===== config.mk =====
export PLATFORM = sky130hd
export DESIGN_NAME = score_keeper
export DESIGN_NICKNAME = d
export VERILOG_FILES = /design/src/rtl/game_pkg.sv /design/src/rtl/respawn_timer.sv /design/src/rtl/score_keeper.sv
export SDC_FILE = /design/constraint.sdc
export NUM_CORES = 1
export LEC_CHECK = 0
export CELL_PAD_IN_SITES_DETAIL_PLACEMENT = 2
export CELL_PAD_IN_SITES_GLOBAL_PLACEMENT = 2
export CORE_ASPECT_RATIO = 0.8
export CORE_MARGIN = 2
export CORE_UTILIZATION = 36
export DETAILED_ROUTE_END_ITERATION = 7
export PLACE_DENSITY = 0.75
export SLEW_MARGIN = 20
export SYNTH_ARGS = -nofsm -noshare
export SYNTH_HDL_FRONTEND = slang
export SYNTH_SLANG_ARGS = --single-unit

===== constraint.sdc =====
create_clock -name clk -period 2.9 [get_ports clk]
set_input_delay 0.58 -clock clk [delete_from_list [all_inputs] [get_ports clk]]
set_output_delay 0.58 -clock clk [all_outputs]
set_load 0.01 [all_outputs]

===== src/rtl/game_pkg.sv =====
// Shared game constants and state encoding for the score keeper and the
// seven-segment status display stage that consumes its lifes/points outputs.
// Bonus-life support in score_keeper is selected by SCORE_KEEPER_BONUS_LIFE_EN.
package game_pkg;

    // Round state machine encoding
    typedef enum logic [1:0] {
        IDLE      = 2'd0,
        PLAYING   = 2'd1,
        RESPAWN   = 2'd2,
        GAME_OVER = 2'd3
    } game_state_t;

    // Output ranges shared with the display stage
    localparam int POINTS_W   = 10;
    localparam int LIFES_W    = 2;
    localparam int MAX_POINTS = 999;
    localparam int MAX_LIFES  = 3;

    // Hundreds digit of a score; a bonus life is granted when it changes
    function automatic logic [3:0] hundreds(input logic [POINTS_W-1:0] p);
        logic [POINTS_W-1:0] q;
        q = p / POINTS_W'(100);
        return q[3:0];
    endfunction

endpackage


===== src/rtl/respawn_timer.sv =====
// Respawn delay counter: load sets RESPAWN_CYCLES-1, count decrements toward 0.
// done is high while the counter sits at zero; the owner uses done as the exit
// condition, which yields a dwell of exactly RESPAWN_CYCLES counting cycles.
module respawn_timer #(
    parameter int unsigned RESPAWN_CYCLES = 50_000_000
) (
    input  logic clk,
    input  logic rst,
    input  logic load,
    input  logic count,
    output logic done
);

    // At least one bit so RESPAWN_CYCLES=1 still builds
    localparam int unsigned CW = (RESPAWN_CYCLES > 1) ? $clog2(RESPAWN_CYCLES) : 1;
    localparam logic [CW-1:0] LOAD_VAL = CW'(RESPAWN_CYCLES - 1);

    logic [CW-1:0] cnt_q;
    logic [CW-1:0] cnt_d;

    // Next count: load wins, otherwise count down and stop at zero
    always_comb begin
        cnt_d = cnt_q;
        if (load) begin
            cnt_d = LOAD_VAL;
        end else if (count && (cnt_q != '0)) begin
            cnt_d = cnt_q - CW'(1);
        end
    end

    // Counter register, cleared by reset so a reset mid-delay leaves no residue
    always_ff @(posedge clk or posedge rst) begin
        if (rst) begin
            cnt_q <= '0;
        end else begin
            cnt_q <= cnt_d;
        end
    end

    assign done = (cnt_q == '0);

endmodule


===== src/rtl/score_keeper.sv =====
// Game score/lives tracker and round state machine (IDLE/PLAYING/RESPAWN/GAME_OVER).
// All outputs registered: an event sampled on one edge is visible right after it.
// Optional macro SCORE_KEEPER_BONUS_LIFE_EN adds a life on every 100-point crossing.
module score_keeper
    import game_pkg::*;
#(
    parameter int unsigned POINTS_PER_BRICK = 1,
    parameter int unsigned RESPAWN_CYCLES   = 50_000_000,
    parameter int unsigned START_LIFES      = 3
) (
    input  logic                clk,
    input  logic                rst,
    input  logic                new_game,
    input  logic                brick_hit,
    input  logic                ball_lost,
    output logic [LIFES_W-1:0]  lifes,
    output logic [POINTS_W-1:0] points,
    output logic                ball_enable,
    output logic                game_over
);

    localparam logic [LIFES_W-1:0]  START_L = LIFES_W'(START_LIFES);
    localparam logic [POINTS_W-1:0] SAT_P   = POINTS_W'(MAX_POINTS);

    game_state_t         state_q, state_d;
    logic [LIFES_W-1:0]  lifes_q, lifes_d;
    logic [POINTS_W-1:0] points_q, points_d;
    logic                ball_enable_q;
    logic                game_over_q;

    logic                timer_load;
    logic                timer_count;
    logic                timer_done;

    logic [31:0]         points_sum;
    logic [POINTS_W-1:0] points_hit;
    logic                bonus;
    logic [LIFES_W:0]    lives_up;
    logic [LIFES_W:0]    lives_dn;
    logic [LIFES_W-1:0]  lifes_after;

    // Saturating score after this cycle's brick_hit; 32-bit sum so a large
    // POINTS_PER_BRICK cannot wrap before the clamp
    always_comb begin
        points_sum = 32'(points_q) + 32'(POINTS_PER_BRICK);
        points_hit = points_q;
        if (brick_hit) begin
            points_hit = (points_sum > 32'(MAX_POINTS)) ? SAT_P : points_sum[POINTS_W-1:0];
        end
    end

`ifdef SCORE_KEEPER_BONUS_LIFE_EN
    // A change of the hundreds digit means a multiple of 100 was crossed
    always_comb begin
        bonus = brick_hit && (hundreds(points_hit) != hundreds(points_q));
    end
`else
    // Lives only change on ball_lost and reload
    assign bonus = 1'b0;
`endif

    // Net life change for a PLAYING edge: bonus and loss merged into one
    // update, floored at 0 and capped at MAX_LIFES
    always_comb begin
        lives_up = {1'b0, lifes_q} + {{LIFES_W{1'b0}}, bonus};
        lives_dn = lives_up;
        if (ball_lost && (lives_up != '0)) begin
            lives_dn = lives_up - (LIFES_W+1)'(1);
        end
        lifes_after = (lives_dn > (LIFES_W+1)'(MAX_LIFES)) ? LIFES_W'(MAX_LIFES)
                                                          : lives_dn[LIFES_W-1:0];
    end

    // Round state machine next-state; new_game overrides every other event
    always_comb begin
        state_d    = state_q;
        lifes_d    = lifes_q;
        points_d   = points_q;
        timer_load = 1'b0;
        if (new_game) begin
            state_d  = PLAYING;
            lifes_d  = START_L;
            points_d = '0;
        end else begin
            case (state_q)
                IDLE: begin
                    state_d = IDLE;
                end
                PLAYING: begin
                    // Score lands in the same edge as any loss-driven transition
                    points_d = points_hit;
                    lifes_d  = lifes_after;
                    if (ball_lost) begin
                        if (lifes_after == '0) begin
                            state_d = GAME_OVER;
                        end else begin
                            state_d    = RESPAWN;
                            timer_load = 1'b1;
                        end
                    end
                end
                RESPAWN: begin
                    if (timer_done) begin
                        state_d = PLAYING;
                    end
                end
                GAME_OVER: begin
                    state_d = GAME_OVER;
                end
                default: begin
                    state_d = IDLE;
                end
            endcase
        end
    end

    assign timer_count = (state_q == RESPAWN);

    respawn_timer #(
        .RESPAWN_CYCLES (RESPAWN_CYCLES)
    ) u_respawn_timer (
        .clk   (clk),
        .rst   (rst),
        .load  (timer_load),
        .count (timer_count),
        .done  (timer_done)
    );

    // State, score, lives and the state-decoded outputs, all registered together
    always_ff @(posedge clk or posedge rst) begin
        if (rst) begin
            state_q       <= IDLE;
            lifes_q       <= START_L;
            points_q      <= '0;
            ball_enable_q <= 1'b0;
            game_over_q   <= 1'b0;
        end else begin
            state_q       <= state_d;
            lifes_q       <= lifes_d;
            points_q      <= points_d;
            ball_enable_q <= (state_d == PLAYING);
            game_over_q   <= (state_d == GAME_OVER);
        end
    end

    assign lifes       = lifes_q;
    assign points      = points_q;
    assign ball_enable = ball_enable_q;
    assign game_over   = game_over_q;

endmodule


==> run summary <==
Floorplan core area = 6510 um2
Critical path required time = 3.06 ns
Unrepaired setup endpoints after global routing = no
Final count of pins violating max slew = 0
Number of buffers on the longest clock path = 2
Total of max-cap violations = 0
Post-synthesis cell type count = 47
Routability congestion estimate = 0.735
Global-route wire length before repair = 12.4 mm
Chain of cells forming the critical path = inv_1 > ha_1 > or4b_2 > nand4_1 > a31oi_1 > a211o_1 > a31oi_1 > o21ai_0
CTS H-Tree Depth = 2
Post-Layout Inst Area = 2850 um2
Maximum resistive drop on vdd = 0.224 mV
Class of the tightest hold or removal check = reg2reg
Top cell type's share of synthesized area = 40.8%
Flip-flop and latch count after synthesis = 42
Highest attainable clock frequency = 0.376 GHz
CP endpoint kind = flop
Residual overflow from global routing = 0
Yosys warnings = 0
Total number of vias = 2157
CTS clock-pin slew for the worst setup and hold paths = 0.08 ns
Area added between synthesis and finish = 16.0%
Type of the worst setup path = reg2reg
Vias per Instance = 5.71
Power per cell area = 438 nW/um2
Final worst-path cycle share = 91.7%
Gates resized, CTS repair = 0
Post-cts hold buffer count = 0
Detailed-route wire length = 7.08 mm
Worst-path maximum fanout = 11
Rel. slew slack = 50.5%
Slew of the pin with the lowest slew margin = 0.733 ns
Clk Tree Root Cell = sky130_fd_sc_hd__clkbuf_8
Sequential power share = 53.5%
DR top layer = met4
Combinational share of power = 14.6%
Boundary pin count = 19
Total instance count after detailed placement = 370
Cell seen most often among critical-path stages = sky130_fd_sc_hd__a31oi_1
Async set-reset flop share out of synthesis = 100%
Buffering stage count on the worst path with inverters included = 1
Sinks on Clock Net = 42
Via count of the first global-routing pass = 2313
Count of filler cells inserted in the layout = 732
Clock Power Share = 31.9%
TritonCTS clock tree = done
Switching power = 0.000357 W
Number of antenna violations at the first check in global routing = 0
Post-route core utilization = 43.7%
Net total in the final layout = 304
Die Outline Area = 7500 um2
Most numerous cell types in the synthesized netlist = 40 x sky130_fd_sc_hd__dfrtp_1, 32 x sky130_fd_sc_hd__nor2_1, 20 x sky130_fd_sc_hd__nand2_1
GRT Resource Usage Total = 21.3%
Ant diodes = 0
Sum of met2 wire segment lengths after detailed routing = 3.05 mm
Initial detailed-routing violation count = 110
Worst-skew pair later-pin latency = 0.29 ns
Setup TNS = 0 ns
Crit path arrival time = 2.82 ns
Setup-failing EPs final = 0
Die boundary width = 96.3 um
Gate Count Post-Synth = 272
Result of the run = finished, final reports clean
Fraction of layout cells with a size suffix above 1 = 10.2%
CP max-delay cell = sky130_fd_sc_hd__or4b_2
Slowest Stage Delay on Critical Path = 0.62 ns
Max Clock Skew = 0.00341 ns
Power consumption = 0.00125 W
Post-Syn Area per Cell = 9.02 um2
Library cell with the highest instance count after synthesis = sky130_fd_sc_hd__dfrtp_1
Met3 wire length = 182 um
Starting Density = 37.7%
Post-DR wirelength/cell = 18.7 um
Critical path launch point type = flop
Post-layout min period = 2.66 ns
Internal power = 0.000889 W
Sequential share of the synthesized area = 42.9%
Wire length on met1 = 3.80 mm
Most instantiated flip-flop cell in the synthesis netlist = sky130_fd_sc_hd__dfrtp_1
Number of cells in the finished layout apart from fillers = 378
Pre-Repair DR Iteration Count = 4
CTS Buf Count = 5
Number of synthesized flops with an enable pin = 0
Detailed Place HPWL = 5.26 mm
Overall die height = 77.8 um
Detail Route Antenna Nets = 0
Number of remaining DRC errors = 0
Port Buf Inserts = 18
Maximum number of pins on one net before global-route repair = 25
Post-CTS Setup Repair Bufs = 0
Number of hold violations in the final report = 0
Area after DPL = 2750 um2
Post-Synthesis Net Count = 283
CP top delay family = compound AO/OA/AOI/OAI gates
Leakage dissipation = 1.09 nW
Mapped Area = 2450 um2
Biggest area consumer among synthesized cells = sky130_fd_sc_hd__dfrtp_1
Top post-synthesis cells by area = sky130_fd_sc_hd__dfrtp_1 41%, sky130_fd_sc_hd__nor2_1 4.9%, sky130_fd_sc_hd__nand3_1 3.3%
Core Rows = 26
Net switching fraction of the power = 28.6%
## metal layers
layer,track usage [%],up-vias
li1,-,1033
met1,33.9,1087
met2,30.7,32
met3,3.50,5
met4,3.38,0
met5,0,-
## power by group through the flow
stage	Sequential, W	Combinational [W]	Clock, W
global route	0.000675	0.000211	0.000445
floorplan	0.000661	0.000118	0
finish	0.000666	0.000182	0.000397
detailed placement	0.000676	0.000184	0
global placement	0.000674	0.000177	0
CTS	0.000667	0.000185	0.000422
## cell families after synthesis
logic type,after synthesis,synth area share [%]
buf+inv,23,3.57
flops,42,42.9
fa+ha+maj,6,3.06
xor+xnor,14,5.00
mux,4,1.63
simple gates,134,31.1
compound gates,49,12.7
## flip-flops by register name (all words and copies together) (netlist names)
signal,cells
u_respawn_timer.cnt_q,26
state_q,2
game_over,1
lifes,2
ball_enable,1
points,10
## worst paths after layout
path,endpoint,cells past startpoint,slack (ns),start
worst max register to register,points[4],8,0.24,points[0]
worst min-delay path,u_respawn_timer.cnt_q[6],1,0.49,u_respawn_timer.cnt_q[6]
worst min register to register,u_respawn_timer.cnt_q[6],1,0.49,u_respawn_timer.cnt_q[6]
min in group asynchronous,u_respawn_timer.cnt_q[8],2,0.66,rst
worst max-delay path,points[4],8,0.24,points[0]
max in group asynchronous,points[5],3,1.67,rst
## stage by stage
step,hold slack [ns],setup WS [ns]
global placement,0.475,0.337
floorplan,0.451,0.246
CTS,0.501,0.146
global route,0.545,0.0555
finish,0.488,0.240
detailed placement,0.490,0.180
## layout by cell type, fill, tap and decap left out, drive strengths merged, types with 2 or more instances in the layout
master         netlist  layout
a211o                2       2
a211oi               5       5
a21oi               12      12
a22o                 2       2
a31oi                6       6
and2                 2       2
and3                 5       5
and4                 3       3
buf                  1       8
clkbuf              11       8
clkdlybuf4s50        0      18
dfrtp               40      40
dfstp                2       2
ha                   6       6
inv                 11      11
mux2i                4       4
nand2               20      20
nand2b               5       5
nand3               16      16
nand3b               2       2
nand4                3       3
nand4b               3       3
nor2                32      32
nor3                15      15
nor3b                2       2
nor4                 9       9
nor4b                2       2
o21ai               17      17
o311ai               2       2
or3                  5       5
or4                  4       4
or4b                 2       2
xnor2                8       8
xor2                 6       6
## layout make-up
class	instances	area, um2	share of cell area (%)
Multi-Input combinational cell	207	1310	46.2
Clock buffer	8	90.1	3.17
Inverter	11	41.3	1.45
Sequential cell	42	1050	37.1
Tap cell	84	105	3.69
Timing Repair Buffer	26	240	8.44
(Power assumes the default switching activity.)
